[config.mk]
export PLATFORM = sky130hd
export DESIGN_NAME = idp_sequencer
export DESIGN_NICKNAME = d
export VERILOG_FILES = /design/src/rtl/idp_sequencer.sv
export SDC_FILE = /design/constraint.sdc
export NUM_CORES = 1
export LEC_CHECK = 0
export ABC_AREA = 1
export CORE_ASPECT_RATIO = 0.8
export CORE_UTILIZATION = 25
export CTS_BUF_LIST = sky130_fd_sc_hd__clkbuf_16
export CTS_CLUSTER_DIAMETER = 200
export DETAILED_ROUTE_END_ITERATION = 10
export SLEW_MARGIN = 20
export SYNTH_ARGS = -nofsm -noshare
export SYNTH_HDL_FRONTEND = slang
export SYNTH_SLANG_ARGS = --single-unit
[constraint.sdc]
create_clock -name clk -period 1.45 [get_ports clk]
set_input_delay 0.29 -clock clk [delete_from_list [all_inputs] [get_ports clk]]
set_output_delay 0.29 -clock clk [all_outputs]
set_load 0.005 [all_outputs]
[src/rtl/idp_sequencer.sv]
// Instruction sequencer for a register-file/ALU datapath: accepts one instruction,
// drives it onto the datapath for rep+1 cycles, captures flags and pulses done.
module idp_sequencer (
  input  logic        clk,
  input  logic        reset,
  input  logic        instr_valid,
  input  logic [15:0] instr,
  input  logic [15:0] imm,
  input  logic [3:0]  rep,
  output logic        instr_ready,
  output logic [2:0]  dp_W_Adr,
  output logic [2:0]  dp_R_Adr,
  output logic [2:0]  dp_S_Adr,
  output logic [3:0]  dp_ALU_OP,
  output logic [15:0] dp_DS,
  output logic        dp_S_Sel,
  output logic        dp_W_En,
  input  logic        C_in,
  input  logic        N_in,
  input  logic        Z_in,
  output logic        C,
  output logic        N,
  output logic        Z,
  output logic        busy,
  output logic        done
);

  typedef enum logic [1:0] {IDLE, EXEC, DONE} state_e;

  state_e      state_q, state_d;
  logic [3:0]  cnt_q, cnt_d;
  logic [3:0]  op_q, op_d;
  logic [2:0]  w_q, w_d;
  logic [2:0]  r_q, r_d;
  logic [2:0]  s_q, s_d;
  logic        sel_q, sel_d;
  logic        nowb_q, nowb_d;
  logic [15:0] imm_q, imm_d;
  logic [2:0]  flags_q, flags_d;
  logic        exec;

  // Reserved instruction bit carries no meaning.
  logic unused_instr_bit;
  assign unused_instr_bit = instr[0];

  always_ff @(posedge clk or negedge reset) begin
    if (!reset) begin
      state_q <= IDLE;
      cnt_q   <= '0;
      op_q    <= '0;
      w_q     <= '0;
      r_q     <= '0;
      s_q     <= '0;
      sel_q   <= 1'b0;
      nowb_q  <= 1'b0;
      imm_q   <= '0;
      flags_q <= '0;
    end else begin
      state_q <= state_d;
      cnt_q   <= cnt_d;
      op_q    <= op_d;
      w_q     <= w_d;
      r_q     <= r_d;
      s_q     <= s_d;
      sel_q   <= sel_d;
      nowb_q  <= nowb_d;
      imm_q   <= imm_d;
      flags_q <= flags_d;
    end
  end

  always_comb begin
    state_d = state_q;
    cnt_d   = cnt_q;
    op_d    = op_q;
    w_d     = w_q;
    r_d     = r_q;
    s_d     = s_q;
    sel_d   = sel_q;
    nowb_d  = nowb_q;
    imm_d   = imm_q;
    flags_d = flags_q;
    unique case (state_q)
      IDLE: begin
        if (instr_valid) begin
          op_d    = instr[15:12];
          w_d     = instr[11:9];
          r_d     = instr[8:6];
          s_d     = instr[5:3];
          sel_d   = instr[2];
          nowb_d  = instr[1];
          imm_d   = imm;
          cnt_d   = rep;
          state_d = EXEC;
        end
      end
      EXEC: begin
        // Flags are captured every EXEC cycle, even for no-writeback compares.
        flags_d = {C_in, N_in, Z_in};
        if (cnt_q == '0) state_d = DONE;
        else             cnt_d   = cnt_q - 4'd1;
      end
      DONE:    state_d = IDLE;
      default: state_d = IDLE;
    endcase
  end

  // Datapath controls decode from registered state only; zero outside EXEC.
  assign exec        = (state_q == EXEC);
  assign dp_ALU_OP   = exec ? op_q : '0;
  assign dp_W_Adr    = exec ? w_q  : '0;
  assign dp_R_Adr    = exec ? r_q  : '0;
  assign dp_S_Adr    = exec ? s_q  : '0;
  assign dp_S_Sel    = exec & sel_q;
  assign dp_DS       = (exec & sel_q) ? imm_q : '0;
  assign dp_W_En     = exec & ~nowb_q;
  assign {C, N, Z}   = flags_q;
  assign busy        = (state_q != IDLE);
  assign done        = (state_q == DONE);
  assign instr_ready = (state_q == IDLE) & reset;

endmodule

## Word level (Yosys, flattened, before mapping)

Index checks and enable logic that the tools add are counted.

- Flip-flop bits (word level): 40
- Input bits: 42
- Output and inout port bits: 37
- Word-level logic and storage cells: 38

- $add $sub $neg: 1
- Eq/ne operators: 5
- Muxes and demuxes: 11
- Bitwise logic cells: 4
- Reduce and logical (&&, ||, !) cells: 7

Operators with widths:

| operator | count |
|---|---|
| 2-to-1 mux 16 bit | 1 |
| 2-to-1 mux 4 bit | 3 |
| 2-to-1 mux 3 bit | 3 |
| one-hot mux 4 bit (2 select lines) | 1 |
| zero test 4 bit | 1 |
| 2-to-1 mux 2 bit | 2 |
| != test 2 bit, second input constant | 2 |
| one-hot mux 2 bit (2 select lines) | 1 |
| AND reduction 2 bit | 2 |
| nonzero test 2 bit | 2 |
| subtractor 4 x 1 -> 4 bit, second input constant | 1 |
| bitwise AND 1 bit | 3 |
| AND reduction 3 bit | 1 |
| == test 2 x 1 -> 1 bit, second input constant | 1 |
| == test 2 bit, second input constant | 1 |
| zero test 2 bit | 1 |
| != test 2 x 1 -> 1 bit, second input constant | 1 |
| NOT 1 bit | 1 |

## Depth between registers and ports, before layout

Gate-level depths: netlist of the first run.

- Depth after elaboration: 3
- Depth in mapped cells: 7
- Depth with buffers taken out: 7

## Worst setup path after synthesis of the first run

No wires, ideal clock.

- Path type: register to output
- Start: register state_q[1]
- End: output dp_ALU_OP[0]
- Data arrival time: 0.997 ns
- Required time: 1.160 ns
- Path slack: 0.163 ns
- Stages on the path, launching flop included: 6
- Buffers on the path: 2
- Cell sequence: dfrtp_1 > inv_1 > nand2_1 > buf_4 > buf_4 > nor2_1

- Word-level cells in the longest chain between the ends: 2

RTL lines:

| item | line | source |
|---|---|---|
| start: declaration | 30 | `state_e state_q, state_d;` |
| start signal: assignment | 59 | `state_q <= state_d;` |
| == test 2 x 1 -> 1 bit | 109 | `assign exec = (state_q == EXEC);` |
| 2-to-1 mux 4 bit | 110 | `assign dp_ALU_OP = exec ? op_q : '0;` |
| end: declaration | 14 | `output logic [3:0] dp_ALU_OP,` |

No other way between the ends.

## Final worst setup path of the first run

- Start: register state_q[1]
- End: output dp_DS[9]

- Word-level cells in the longest chain between the ends: 3

RTL lines:

| item | line | source |
|---|---|---|
| == test 2 x 1 -> 1 bit | 109 |  |
| bitwise AND 1 bit | 115 | `assign dp_DS = (exec & sel_q) ? imm_q : '0;` |
| 2-to-1 mux 16 bit | 115 |  |
| end: declaration | 15 | `output logic [15:0] dp_DS,` |

No other way between the ends.

==> results of run 1 <==
==> registers in the layout (all words and copies together), names as in the netlist <==
name and cells:
sel_q 1, cnt_q 4, nowb_q 1, r_q 3
imm_q 16, flags_q 3, s_q 3, op_q 4
w_q 3, state_q 2
==> cell type report <==
cell class / count / share of cell area
timing repair buffer: 108 / 0.2948
tap: 87 / 0.03086
clock buffer: 5 / 0.03547
clock inverter: 3 / 0.01100
multi-input combinational: 142 / 0.2994
sequential: 40 / 0.2841
inverter: 41 / 0.04434
==> routing by layer <==
layer / GRT usage / vias to the layer above / wire, µm
li1: - / 909 / -
met1: 0.1645 / 841 / 2501
met2: 0.2134 / 55 / 2549
met3: 0.04489 / 4 / 319
met4: 0.03582 / 0 / 41
met5: 0 / - / 0
==> worst max-delay path, stage by stage, from the launching register on <==
cell     delay [ns]
dfrtp_1        0.41
nor2_4         0.17
buf_8          0.16
nand2_8        0.09
nor2_4         0.11
buf_2          0.11
==> repair_timing <==
action,in CTS,in global routing
cloned,2,5
setup buffers,6,9
resized for setup,155,134
endpoints found under the setup margin,37,61
pin swaps,13,12
==> stage by stage <==
stage          setup TNS, ns  total power, W  hold WS (ns)
2_1_floorplan              0        0.003428     -0.005591
3_3_place_gp          -5.093        0.004880        0.4137
3_5_place_dp          -5.753        0.004930        0.4205
4_1_cts               -5.062        0.006526        0.1227
5_1_grt               -7.946        0.008376        0.1514
6_report              -4.127        0.007805       0.09476
==> cells in the mapped netlist <==
| cell type | instances | area share |
|---|---|---|
| nand2_1 | 58 | 0.12 |
| dfrtp_1 | 40 | 0.54 |
| inv_1 | 40 | 0.081 |
| nor2_1 | 35 | 0.071 |
| o21ai_0 | 28 | 0.075 |
| o21ai_1 | 5 | 0.013 |
| buf_4 | 4 | 0.016 |
| nand3_1 | 4 | 0.011 |
| buf_6 | 3 | 0.018 |
| a21oi_1 | 2 | 0.0054 |
| buf_2 | 2 | 0.0054 |
| nand2_4 | 2 | 0.012 |
| ha_1 | 1 | 0.0067 |
| inv_2 | 1 | 0.0020 |
| nand2_2 | 1 | 0.0034 |
| nor2_4 | 1 | 0.0061 |
| nor2_8 | 1 | 0.011 |
| o21ai_2 | 1 | 0.0047 |
| or2_2 | 1 | 0.0034 |
==> cells by family (layout without fill, tap and decap cells) <==
| logic type | Yosys count | count (layout) | synth area share |
|---|---|---|---|
| AOI/OAI and AO/OA | 36 | 36 | 0.09885 |
| adders and majority gates | 1 | 1 | 0.006724 |
| buffers and inverters | 50 | 157 | 0.1224 |
| DFF | 40 | 40 | 0.5380 |
| and+or+nand+nor | 103 | 105 | 0.2340 |
==> power by group <==
group / internal (W) / switching, W / leakage, nW
Clock: 0.000802 / 0.000424 / 0.0850
Sequential: 0.00166 / 0.000257 / 0.491
Combinational: 0.00227 / 0.00239 / 1.14
==> how the worst max path moves through the flow <==
stage,startpoint,end,slack [ns],depth (start not counted)
after floorplan,state_q[1],dp_ALU_OP[0],0.16,5
after global placement,state_q[0],dp_DS[13],-0.19,5
after detailed placement,state_q[0],dp_DS[13],-0.21,5
after CTS,state_q[0],dp_DS[15],-0.21,7
after global routing,state_q[1],dp_DS[15],-0.22,5
final,state_q[1],dp_DS[9],-0.16,5
==> flow_summary.yaml, run 1 <==
timing:
  drv_slew: 0
  post-route-period-util: 1.111
  worstMarginPinSlew_ns: 0.5285
  layout_min_cycle_time_ns: 1.610
  setup_violations: 35
  hold_violations: 0
  fmax_mhz: 621.0
  final.setup.worst_slack_ns: -0.1604
  skew_ns: 0.002299
  rsz0062_at_grt: "yes"
  max_slew_margin: 0.6476
job:
  drv_cap: 0
layout:
  final_common_cell: "clkdlybuf4s50_1"
  multi_input_area_mm2: 0.001056
  layout.cells.non_filler: 426
  fillers: 699
  final_util: 0.5020
  antenna_cells: 0
  register_area_mm2: 0.001002
  drive_above_1_share: 0.4808
  area_growth_pct: 89.58
  layout_common_cells: "41 x clkdlybuf4s50_1, 39 x dfrtp_1, 38 x inv_1"
  fin_nets: 381
  stdcell_area_mm2: 0.003527
die:
  dieArea_mm2: 0.007793
  core-area_mm2: 0.007027
  start_util: 0.2648
  num_io_pins: 79
  fp.dieW_um: 98.45
  num_rows: 27
  chipHeight_um: 79.16
placement:
  io_buffers: 77
  place.gp.congestion: 0.7876
  postPlaceCellArea_mm2: 0.002796
  pre_cts_slack_ns: -0.2122
  dpl.cell_count: 398
  dp_hpwl_mm: 3.088
run_status:
  status: "complete, but fails checks"
  failed_checks: "negative setup slack"
critical_path:
  r2r_slack_ns: 0
  critPathKind: "flop to output port"
  regToRegEndpoint: "op_q[2]"
  cp.arrival_ns: 1.32
  cp.required_ns: 1.16
  reg2reg_from: "state_q[1]"
  ff2ff_path_depth: 9
  cp-start-kind: "flop"
  cp_max_fo: 5
  end_kind: "output port"
logic_synthesis:
  seq_area_frac_synth: 0.5380
  yosys.cell_types.count: 19
  syn_nets: 273
  syn_inst: 230
  synth_area_mm2: 0.001861
  yosys_warnings: 0
  synth.avg_cell_area_um2: 8.089
  ys_ff_latch: 40
clock_tree:
  hold_buffers: 0
  h-tree-depth: 2
  clk_latency_ns: 0.28
  clock_sinks: 40
  cts-root-buf: "clkbuf_16"
  cts_buffers: 5
  clockBufferDepth: 2
  clk_pin_slew_ns: 0.06
  cts_tree: "done"
routing:
  ant_nets: 0
  routedWlPerCell_um: 12.70
  viasPerCell: 4.246
  vias: 1809
  drt-initial-drc-count: 45
  drt_wl_total_mm: 5.411
  first_pass_iters: 6
  drc: 0
worst_hold_path:
  min_path_type: "primary input to async pin"
grt:
  grt_pass1_wl_mm: 7.790
  grtUsageTotal: 0.1305
  grt_pass1_vias: 1717
  grt_max_degree: 41
  antenna_found_initial: 0
  grt.overflow.total: 0
pwr:
  leakage_nw: 1.716
  peakVddDrop_mv: 0.8252
  power_density_mw_per_mm2: 2213
Power figures use the tool's default switching activity.
==> inputs of run 2 (changes only) <==
CORE_UTILIZATION = 42   (was 25)
PLACE_DENSITY = 0.79   (was unset)
==> flow_summary.yaml, run 2 (same netlist as run 1, synthesis figures left out) <==
run_status:
  status: "complete, but fails checks"
  failed_checks: "negative setup slack"
layout:
  antenna_cells: 0
  register_area_mm2: 0.001002
  fillers: 261
  fin_nets: 378
  layout_common_cells: "44 x nand2_1, 39 x dfrtp_1, 39 x clkdlybuf4s50_1"
  regMostFlops: "imm_q"
  multi_input_area_um2: 967.2
  largest_register_ffs: 16
  reg_top3: "imm_q: 16 flops, cnt_q: 4 flops, op_q: 4 flops"
  layout.cells.non_filler: 392
  final_common_cell: "nand2_1"
  area_growth_pct: 80.56
  drive_above_1_share: 0.4179
  final_util: 0.7991
timing:
  skew_ns: 0.003868
  fmax_mhz: 595.6
  fin_tns_setup_ns: -4.983
  setup_violations: 57
  hold_violations: 0
  drv_slew: 0
  worstMarginPinSlew_ns: 0.5059
  max_slew_margin: 0.6627
  final.setup.worst_slack_ns: -0.2289
  layout_min_cycle_time_ns: 1.679
  fin_hold_ws_ns: 0.08975
  post-route-period-util: 1.158
  rsz0062_at_grt: "yes"
critical_path:
  crit_chain: "inv_2, nor2_4, buf_12, buf_6, nand2_8, nor2_4, buf_6"
  critPathBufInv: 4
  cp.required_ns: 1.16
  cp_max_fo: 4
  cp.arrival_ns: 1.39
  cpPeakStageDelay_ns: 0.39
  cp-start-kind: "flop"
  slowest_stage: "dfrtp_1"
  critPathKind: "flop to output port"
  critical-path-top-delay-family: "buffers and inverters"
  end_kind: "output port"
grt:
  grt_max_degree: 41
  grt.overflow.total: 0
  grt_pass1_vias: 1633
  grtUsageTotal: 0.2111
  grt_pass1_wl_mm: 7.458
  antenna_found_initial: 0
routing:
  routedWlPerCell_um: 14.76
  drc: 0
  first_pass_iters: 4
  ant_nets: 0
  drt_wl_total_mm: 5.786
  drt-initial-drc-count: 106
  vias: 1855
  viasPerCell: 4.732
pwr:
  power_density_mw_per_mm2: 2206
  peakVddDrop_mv: 1.024
  swShare: 0.4046
  seqPwrFrac: 0.263
  power_frac_comb: 0.601
  power.internal_w: 0.004413
  clkPwrFrac: 0.136
  power.total_w: 0.007412
  p_switching_w: 0.002999
  leakage_nw: 1.693
die:
  start_util: 0.4426
  fp.dieW_um: 76.42
  chipHeight_um: 61.53
  num_io_pins: 79
  num_rows: 21
  dieArea_mm2: 0.004702
  core-area_mm2: 0.004204
clock_tree:
  clk_pin_slew_ns: 0.05
  h-tree-depth: 2
  clockBufferDepth: 2
  cts-root-buf: "clkbuf_16"
  clk_latency_ns: 0.27
  cts_tree: "done"
  clock_sinks: 40
  hold_buffers: 0
  cts_buffers: 5
worst_hold_path:
  min_path_type: "primary input to async pin"
placement:
  io_buffers: 77
  dpl.cell_count: 364
  place.gp.congestion: 0.8285
  dp_hpwl_mm: 2.939
job:
  drv_cap: 0
run 2: changes by cell type in the layout (fill, tap and decap cells not counted), moves of 4 or more:
cell	before	now
buf_4	8	4
nor2_4	21	16
o21ai_2	19	15
nand2_2	15	5
nand2_1	34	44
nor2_1	3	7
run 2: worst paths after layout:
check / slack (ns) / from / depth (start not counted) / to
min in group clk: 0.49 / flags_q[0] / 2 / flags_q[0]
min: 0.09 / reset / 2 / cnt_q[3]
max: -0.23 / state_q[0] / 7 / dp_DS[10]
min reg2reg: 0.49 / flags_q[0] / 2 / flags_q[0]
max reg2reg: -0.12 / state_q[1] / 10 / imm_q[5]
max in group asynchronous: 0.98 / reset / 2 / sel_q
run 2: what timing repair did:
action,4_1_cts,5_1_grt
setup buffers,6,10
cloned,2,6
pin swaps,17,19
resized for setup,128,133
endpoints found under the hold margin,0,0
setup endpoints to repair,34,53
run 2: through the flow:
stage	area (µm²)	setup WS [ns]
floorplan	1861	0.1631
global route	3359	-0.2603
detailed placement	2729	-0.1810
CTS	2894	-0.1712
global placement	2729	-0.1595
finish	3359	-0.2289
run 2: metal layers:
metal / track usage / wire length (µm) / vias up / part of all wire
met5: 0 / 0 / - / 0
met4: 0.08516 / 75 / 0 / 0.013
met3: 0.05185 / 225 / 9 / 0.039
met2: 0.3552 / 3056 / 48 / 0.53
met1: 0.2701 / 2428 / 891 / 0.42
li1: - / - / 907 / -
run 2: final cells by class:
type / count / share of cell area
repair buffers: 105 / 0.3061
inverters: 41 / 0.04655
flip-flops and latches: 40 / 0.2983
clock inverters: 2 / 0.002607
well taps: 57 / 0.02123
multi-input cells: 142 / 0.2879
clock buffers: 5 / 0.03724
run 2: worst reg2reg max path, cell delays in order (launching register included):
cell,delay [ns]
dfrtp_1,0.41
inv_2,0.10
buf_6,0.10
buf_6,0.09
nand2_4,0.05
buf_6,0.12
nor2_8,0.16
buf_6,0.14
buf_8,0.14
nand2_1,0.07
o21ai_0,0.09
run 2: power groups by stage:
| stage | Combinational (W) | Clock [W] | Sequential [W] |
|---|---|---|---|
| 3_3_place_gp | 0.00288 | 0 | 0.00186 |
| 4_1_cts | 0.00318 | 0.00102 | 0.00192 |
| 3_5_place_dp | 0.00297 | 0 | 0.00188 |
| 2_1_floorplan | 0.00159 | 0 | 0.00184 |
| 6_report | 0.00445 | 0.00101 | 0.00195 |
| 5_1_grt | 0.00482 | 0.00107 | 0.00201 |
